`src/rtl/fhn_spike_detector.sv`:
```
// Spike detector for the FHN neuron core: hysteretic threshold with debounce and refractory
// window, spike count, inter-spike interval and a FWFT timestamp FIFO.
module fhn_spike_detector #(
  parameter int                     DW          = 16,
  parameter logic signed [DW-1:0]   V_HI        = 16'sd4096,
  parameter logic signed [DW-1:0]   V_LO        = 16'sd0,
  parameter int                     DEBOUNCE    = 2,
  parameter int                     REFRACT_CYC = 16,
  parameter int                     TSW         = 32,
  parameter int                     FIFO_DEPTH  = 8
) (
  input  logic                  clk,
  input  logic                  rst,
  input  logic                  en,
  input  logic signed [DW-1:0]  v,
  output logic                  spike,
  output logic [TSW-1:0]        spike_count,
  output logic [TSW-1:0]        isi,
  output logic                  isi_valid,
  output logic                  ev_valid,
  output logic [TSW-1:0]        ev_data,
  input  logic                  ev_rd,
  output logic                  ev_overflow,
  output logic [1:0]            state_o
);

  localparam int DBW = (DEBOUNCE > 1) ? $clog2(DEBOUNCE + 1) : 1;
  localparam int RW  = $clog2(REFRACT_CYC + 1);
  localparam int AW  = (FIFO_DEPTH > 1) ? $clog2(FIFO_DEPTH) : 1;

  typedef enum logic [1:0] {
    BELOW   = 2'b00,
    ABOVE   = 2'b01,
    REFRACT = 2'b10
  } state_t;

  state_t          state, state_nx;
  logic [DBW-1:0]  dbc, dbc_nx;
  logic [RW-1:0]   rc, rc_nx;
  logic            fire;
  logic            ge_hi, le_lo;

  logic [TSW-1:0]  ts;
  logic [TSW-1:0]  last_ts;
  logic            seen_first;

  logic [TSW-1:0]  mem [FIFO_DEPTH];
  logic [AW:0]     wp, rp;
  logic            empty, full, pop, push;

  assign ge_hi   = (v >= V_HI);
  assign le_lo   = (v <= V_LO);
  assign state_o = state;

  always_ff @(posedge clk or posedge rst) begin
    if (rst) begin
      state <= BELOW;
      dbc   <= '0;
      rc    <= '0;
    end else begin
      state <= state_nx;
      dbc   <= dbc_nx;
      rc    <= rc_nx;
    end
  end

  // REFRACT exits on the enabled cycle that consumes the last count, so exactly
  // REFRACT_CYC enabled samples are spent there.
  always_comb begin
    state_nx = state;
    dbc_nx   = dbc;
    rc_nx    = rc;
    fire     = 1'b0;
    if (en) begin
      case (state)
        BELOW: begin
          if (ge_hi) begin
            if (dbc == DBW'(DEBOUNCE - 1)) begin
              fire     = 1'b1;
              state_nx = ABOVE;
              dbc_nx   = '0;
            end else begin
              dbc_nx = dbc + 1'b1;
            end
          end else begin
            dbc_nx = '0;
          end
        end
        ABOVE: begin
          if (le_lo) begin
            state_nx = REFRACT;
            rc_nx    = RW'(REFRACT_CYC);
          end
        end
        REFRACT: begin
          if (rc <= RW'(1)) begin
            state_nx = BELOW;
            rc_nx    = '0;
          end else begin
            rc_nx = rc - 1'b1;
          end
        end
        default: state_nx = BELOW;
      endcase
    end
  end

  always_ff @(posedge clk or posedge rst) begin
    if (rst) begin
      ts          <= '0;
      spike       <= 1'b0;
      spike_count <= '0;
      isi         <= '0;
      isi_valid   <= 1'b0;
      last_ts     <= '0;
      seen_first  <= 1'b0;
    end else begin
      ts    <= ts + 1'b1;
      spike <= fire;
      if (fire) begin
        spike_count <= spike_count + 1'b1;
        isi         <= ts - last_ts;
        last_ts     <= ts;
        seen_first  <= 1'b1;
        if (seen_first) isi_valid <= 1'b1;
      end
    end
  end

  // Pointers carry one extra wrap bit to tell full from empty.
  assign empty    = (wp == rp);
  assign full     = (wp[AW] != rp[AW]) && (wp[AW-1:0] == rp[AW-1:0]);
  assign pop      = ev_rd && !empty;
  assign push     = fire && (!full || pop);
  assign ev_valid = !empty;
  assign ev_data  = empty ? '0 : mem[rp[AW-1:0]];

  always_ff @(posedge clk or posedge rst) begin
    if (rst) begin
      wp          <= '0;
      rp          <= '0;
      ev_overflow <= 1'b0;
    end else begin
      if (pop)  rp <= rp + 1'b1;
      if (push) wp <= wp + 1'b1;
      if (fire && full && !pop) ev_overflow <= 1'b1;
    end
  end

  always_ff @(posedge clk) begin
    if (push) mem[wp[AW-1:0]] <= ts;
  end

endmodule

```
`config.mk`:
```
export PLATFORM = sky130hd
export DESIGN_NAME = fhn_spike_detector
export DESIGN_NICKNAME = d
export VERILOG_FILES = /design/src/rtl/fhn_spike_detector.sv
export SDC_FILE = /design/constraint.sdc
export NUM_CORES = 1
export LEC_CHECK = 0
export BUFFER_PORTS_ARGS = -buffer_cell sky130_fd_sc_hd__buf_2
export CORE_ASPECT_RATIO = 0.7
export CORE_UTILIZATION = 50
export DETAILED_ROUTE_END_ITERATION = 10
export PLACE_DENSITY = 0.68
export RECOVER_POWER = 100
export SKIP_CTS_REPAIR_TIMING = 1
export SLEW_MARGIN = 20
export SYNTH_ARGS = -nofsm -noshare
export SYNTH_HDL_FRONTEND = slang
export SYNTH_SLANG_ARGS = --single-unit
```
`constraint.sdc`:
```
create_clock -name clk -period 13.14 [get_ports clk]
set_input_delay 0.657 -clock clk [delete_from_list [all_inputs] [get_ports clk]]
set_output_delay 0.657 -clock clk [all_outputs]
set_load 0.01 [all_outputs]
```
### After elaboration in Yosys (flattened, before gate mapping)

Memory sizes are Yosys's and may differ from the RTL's.
Index checks and enable logic that the tools add are counted.

| cells by class | value |
|---|---|
| reduce and logical (&&, ||, !) cells | 15 |
| divide/modulo/power cells | 0 |
| eq/ne operators | 10 |
| $add $sub $neg | 7 |
| multiplexer cells | 17 |
| bitwise gates (word level) | 0 |
| $lt $le $gt $ge | 3 |
| shifts and indexed selects | 0 |
| $mul | 0 |

Operator list:

| kind | number |
|---|---|
| adder 32 x 1 -> 32 bit (second input constant) | 2 |
| 2-to-1 mux 32 bit | 1 |
| subtractor 32 bit | 1 |
| greater-or-equal comparator 16 x 14 -> 1 bit (second input constant) | 1 |
| less-or-equal comparator 16 x 1 -> 1 bit (second input constant) | 1 |
| 2-to-1 mux 2 bit | 6 |
| 2-to-1 mux 5 bit | 2 |
| case mux 5 bit (2 select lines) | 1 |
| adder 4 x 1 -> 4 bit (second input constant) | 2 |
| inequality test 2 bit (second input constant) | 4 |
| 2-to-1 mux 1 bit | 6 |
| case mux 2 bit (3 select lines) | 1 |
| less-or-equal comparator 5 x 1 -> 1 bit (second input constant) | 1 |
| logical AND 1 bit | 5 |
| AND reduction 5 bit | 1 |
| subtractor 5 x 1 -> 5 bit (second input constant) | 1 |
| == test 2 x 1 -> 1 bit (second input constant) | 2 |
| == test 4 bit | 1 |
| AND reduction 2 bit | 2 |
| == test 3 bit | 1 |
| logical NOT 1 bit | 3 |
| AND reduction 3 bit | 1 |
| adder 2 x 1 -> 2 bit (second input constant) | 1 |
| == test 2 bit (second input constant) | 1 |
| other kinds (4) | 4 |

| word-level totals | value |
|---|---|
| register bits after elaboration | 149 |
| RAM bits | 256 |
| input port bits | 20 |
| bits in read-only memories | 0 |
| memories | 1 |
| bits in latches | 0 |
| word-level logic and storage cells | 66 |

Memory list:

| memory | depth | bits a word | rd ports | clocked after Yosys merged registers in | wr ports | RTL line | text |
|---|---|---|---|---|---|---|---|
| mem | 8 | 32 | 1 | 0 | 1 | 47 | `logic [TSW-1:0] mem [FIFO_DEPTH];` |

### Depth between registers and ports, before layout

| depth | value |
|---|---|
| depth in word-level cells | 8 |
| gate-level depth with buffers | 10 |

### Least setup slack after synthesis

OpenSTA, ideal clock, no wires.

| path | value |
|---|---|
| path kind | input to register |
| start | input port en |
| end | memory mem[6][0], enable pin |
| slack | 8.168 ns |
| required time | 12.672 ns |
| buffers on the path | 2 |
| setup time | 0.468 ns |
| data arrival time | 4.504 ns |
| stages on the path | 8 |
| path through | or3b_4 or4_1 buf_2 inv_6 and2_1 buf_2 nand2_1 nor3b_1 |

| on the way | value |
|---|---|
| longest elaborated chain between the ends | 4 |

Ends and longest elaborated chain:

| element | RTL line | text |
|---|---|---|
| start: declaration | 14 | `input logic en,` |
| 2-to-1 mux 1 bit | 74 | `if (en) begin` |
| logical AND 1 bit | 134 | `assign push = fire && (!full \|\| pop);` |
| 2-to-1 mux 1 bit | 151 | `if (push) mem[wp[AW-1:0]] <= ts;` |
| 2-to-1 mux 1 bit (implied by the code) | 151 |  |
| end: declaration | 47 |  |

Every way passes these cells.

### Worst setup path in the final report

| path | value |
|---|---|
| start | register state[1], in the netlist state_o[1] |
| end | memory mem[7][3], enable pin |

| on the way | value |
|---|---|
| longest elaborated chain between the ends | 6 |

Ends and longest elaborated chain:

| element | RTL line | text |
|---|---|---|
| start: declaration | 37 | `state_t state, state_nx;` |
| start signal: assignment | 61 | `state <= state_nx;` |
| logical NOT 2 bit | 75 | `case (state)` |
| 2-to-1 mux 1 bit | 75 |  |
| 2-to-1 mux 1 bit | 74 |  |
| logical AND 1 bit | 134 |  |
| 2-to-1 mux 1 bit | 151 |  |
| 2-to-1 mux 1 bit (implied by the code) | 151 |  |

Every way passes these cells.

==> summary.md <==
| Metric | Value |
|---|---|
| Final Instance Area | `0.01998 mm2` |
| Clk slew on worst S/H paths | `0.06 ns` |
| Total CTS buffers | `40` |
| Asr flop ratio synth | `36.79%` |
| GPL Wtd Cong | `0.8415` |
| Routed Antenna Nets | `0` |
| Crit-path max cell delay | `1.45 ns` |
| Hold Crit Class | `flop to flop` |
| Worst hold slack | `0.4539 ns` |
| Via density | `5.628` |
| Area growth from synthesis to layout | `12.34%` |
| Leading cell type in the layout, fill and taps excluded | `edfxtp_1` |
| Crit path kind | `flop to flop` |
| Area of the multi-input gates | `0.005938 mm2` |
| Max IR drop VDD | `0.1318 mV` |
| Lkg Pwr | `7.575 nW` |
| Row cnt | `57` |
| Area leader, netlist | `edfxtp_1` |
| Fin crit share | `47.58%` |
| PwrDens | `192.7 mW/mm2` |
| Critical Path Source Type | `flop` |
| Syn Nets | `1332` |
| Share of the synthesized area in the top cell type | `43.23%` |
| Crit path time final | `6.252 ns` |
| Slowest-stage cell, CP | `clkinvlp_2` |
| FF+latch count, synth | `405` |
| Sink Count | `405` |
| Placed instance count | `1826` |
| Core Footprint | `0.03487 mm2` |
| DR WL/cell | `19.85 um` |
| Fill count | `2825` |
| Routed via count | `10.70k` |
| Clock Path Buffers | `3` |
| RSZ-0062 raised after global routing | `no` |
| DIE WIDTH | `227.4 um` |
| Largest net degree at the start of global routing | `95` |
| Adder-cell share of the synthesized area | `2.716%` |
| Initial core utilization | `50.99%` |
| CTS H-tree depth | `2` |
| Avg Inst Size Synth | `13.96 um2` |
| CTS tree | `done` |
| Crit-path cells | `or3b_1, or4_2, clkinvlp_2, and2_0, nand2_1, nor2_1, clkbuf_1` |
| Max_slew headroom | `-189.9%` |
| Failing checks | `capacitance limit, slew limit` |
| GRT Overall Usage | `21.45%` |
| IO buf count | `121` |
| Register area | `0.01142 mm2` |
| Initial DRT Pass Iterations | `5` |
| Critical path buffers and inverters | `2` |
| Final hold viol count | `0` |
| Final WL | `37740 um` |
| Synthesis Warnings | `0` |
| Max Slew Vio Count | `554` |
| Post-synth top flop | `edfxtp_1` |
| Vias in the first global route | `10.62k` |
| Max cap viols | `13` |
| Top cells by area, synth | `edfxtp_1 43%, dfrtp_1 21%, mux4_2 8.1%` |
| Placed inst area | `0.01891 mm2` |
| Post-synthesis mux area share | `10.21%` |
| Clock Tree Root | `clkbuf_16` |
| Post-layout instance count excluding filler cells | `1901` |
| XOR/XNOR Fraction of Synth Area | `4.334%` |
| Final setup fails | `0` |
| Max Clock Skew | `0.01493 ns` |
| Iteration-0 DRC Markers | `748` |
| Worst-Skew Late Latency | `0.56 ns` |
| Number of flops mapped to enable cells by yosys | `256` |
| Nets@finish | `1456` |
| Tightest Pin Transition | `4.324 ns` |
| Most frequent cells in the layout | `256 x edfxtp_1, 146 x dfrtp_1, 134 x nand2_1` |
| Crit. End Element | `flop` |
| F_max | `159.9 MHz` |
| Library cells used by synthesis | `67` |
| Status | `finished with violations` |
| WP data arrival | `6.42 ns` |
| Die Y | `159.8 um` |
| Antenna violations before repair | `0` |
| Post-Syn Instances | `1274` |
| I/O pin count | `122` |
| Largest family of logic cells by synthesized area | `multiplexers` |
| DRC | `0` |
| Ant. Diodes | `0` |
| Register area share after synthesis | `64.19%` |
| CP top delay family | `simple AND/OR/NAND/NOR gates` |
| Critical Path RT | `13.30 ns` |
| Detailed Place HPWL | `23990 um` |
| Synth Cell Area | `0.01778 mm2` |
| Critical-path maximum fanout | `81` |
| Simple-gate share of the synthesized area | `9.562%` |
| Fin Setup TNS | `0 ns` |
| Total global routing overflow | `0` |
| Synth Area in Compound Gates | `6.804%` |
| Share of post-route cells with drive strength above 1 | `11.27%` |
| Die Footprint | `0.03634 mm2` |
| First-pass GRT wire length | `59600 um` |
-- worst register-to-register path, delay by kind of cell (launching register included) --
kind          cells  cell delay [ns]
simple gates      5             2.88
buf+inv           2             2.46
flops             1             0.50
-- registers in the layout, summed over array words and instances (netlist names) --
name,count
dbc,2
ev_overflow,1
isi,32
isi_valid,1
last_ts,32
mem,256
rc,5
rp,4
seen_first,1
spike,1
spike_count,32
state_o,2
ts,32
wp,4
-- metrics by stage --
stage / setup slack [ns] / total power [mW] / utilization (%)
after CTS: 9.102 / 3.926 / 58.02
after detailed placement: 8.945 / 2.766 / 54.23
after global placement: 8.965 / 2.751 / 54.23
after global routing: 6.343 / 4.072 / 57.28
final: 6.888 / 3.849 / 57.28
after floorplan: 8.168 / 2.405 / -
-- power breakdown --
part	total, mW	leakage [nW]	switching (mW)	internal [mW]
Clock	1.15	0.647	0.477	0.671
Sequential	1.59	4.23	0.117	1.48
Combinational	1.11	2.70	0.658	0.451
Total	3.85	7.57	1.25	2.60
-- final timing paths --
| kind | end | cells after the start | slack (ns) | from |
|---|---|---|---|---|
| max | mem[7][3]$_DFFE_PP_ | 7 | 6.89 | state_o[1]$_DFFE_PP0P_ |
| min | isi_valid$_DFFE_PP0P_ | 1 | 0.45 | isi_valid$_DFFE_PP0P_ |
| max reg2reg | mem[7][3]$_DFFE_PP_ | 7 | 6.89 | state_o[1]$_DFFE_PP0P_ |
| min reg2reg | isi_valid$_DFFE_PP0P_ | 1 | 0.45 | isi_valid$_DFFE_PP0P_ |
| max in group asynchronous | isi[3]$_DFFE_PP0P_ | 3 | 7.56 | rst |
| min in group asynchronous | rp[1]$_DFFE_PP0P_ | 2 | 1.36 | rst |
-- Yosys cell counts (all sizes together), types with 3 or more instances --
library cell / n
dfrtp: 149
a221o: 4
xor2: 34
buf: 17
o31ai: 9
and3: 19
o221ai: 3
nor2b: 6
a21boi: 4
edfxtp: 256
o21bai: 6
clkbuf: 37
a21o: 10
nand3: 28
nand4: 21
nor2: 77
mux2: 3
ha: 37
inv: 43
nor4: 5
mux2i: 34
o21a: 9
a211oi: 6
nand2b: 10
or2: 6
and4: 8
o2111ai: 3
mux4: 64
xnor2: 54
nor3b: 5
a21oi: 32
nand2: 134
o211ai: 4
and2: 8
nor3: 17
or3: 5
o21ai: 81
-- routing by layer --
metal,up-vias,wire [um],GRT usage [%]
li1,4986,-,-
met1,5365,18060,32.64
met2,308,16970,32.54
met3,40,2180,3.312
met4,0,537,5.156
met5,-,0,0
-- cell type report --
class / count / area share [%]
clock buffers: 54 / 5.480
clock inverters: 19 / 1.134
inverters: 43 / 0.8204
multi-input cells: 772 / 29.72
flip-flops and latches: 405 / 57.17
well taps: 472 / 2.956
repair buffers: 136 / 2.712
-- cell families (layout without fill, tap and decap cells) --
family / Yosys count / count (layout)
simple gates: 353 / 353
fa+ha+maj: 38 / 38
compound gates: 192 / 192
buf+inv: 97 / 252
mux: 101 / 101
xor+xnor: 88 / 88
flops: 405 / 405
No activity file was read; power rests on OpenSTA's default activity.
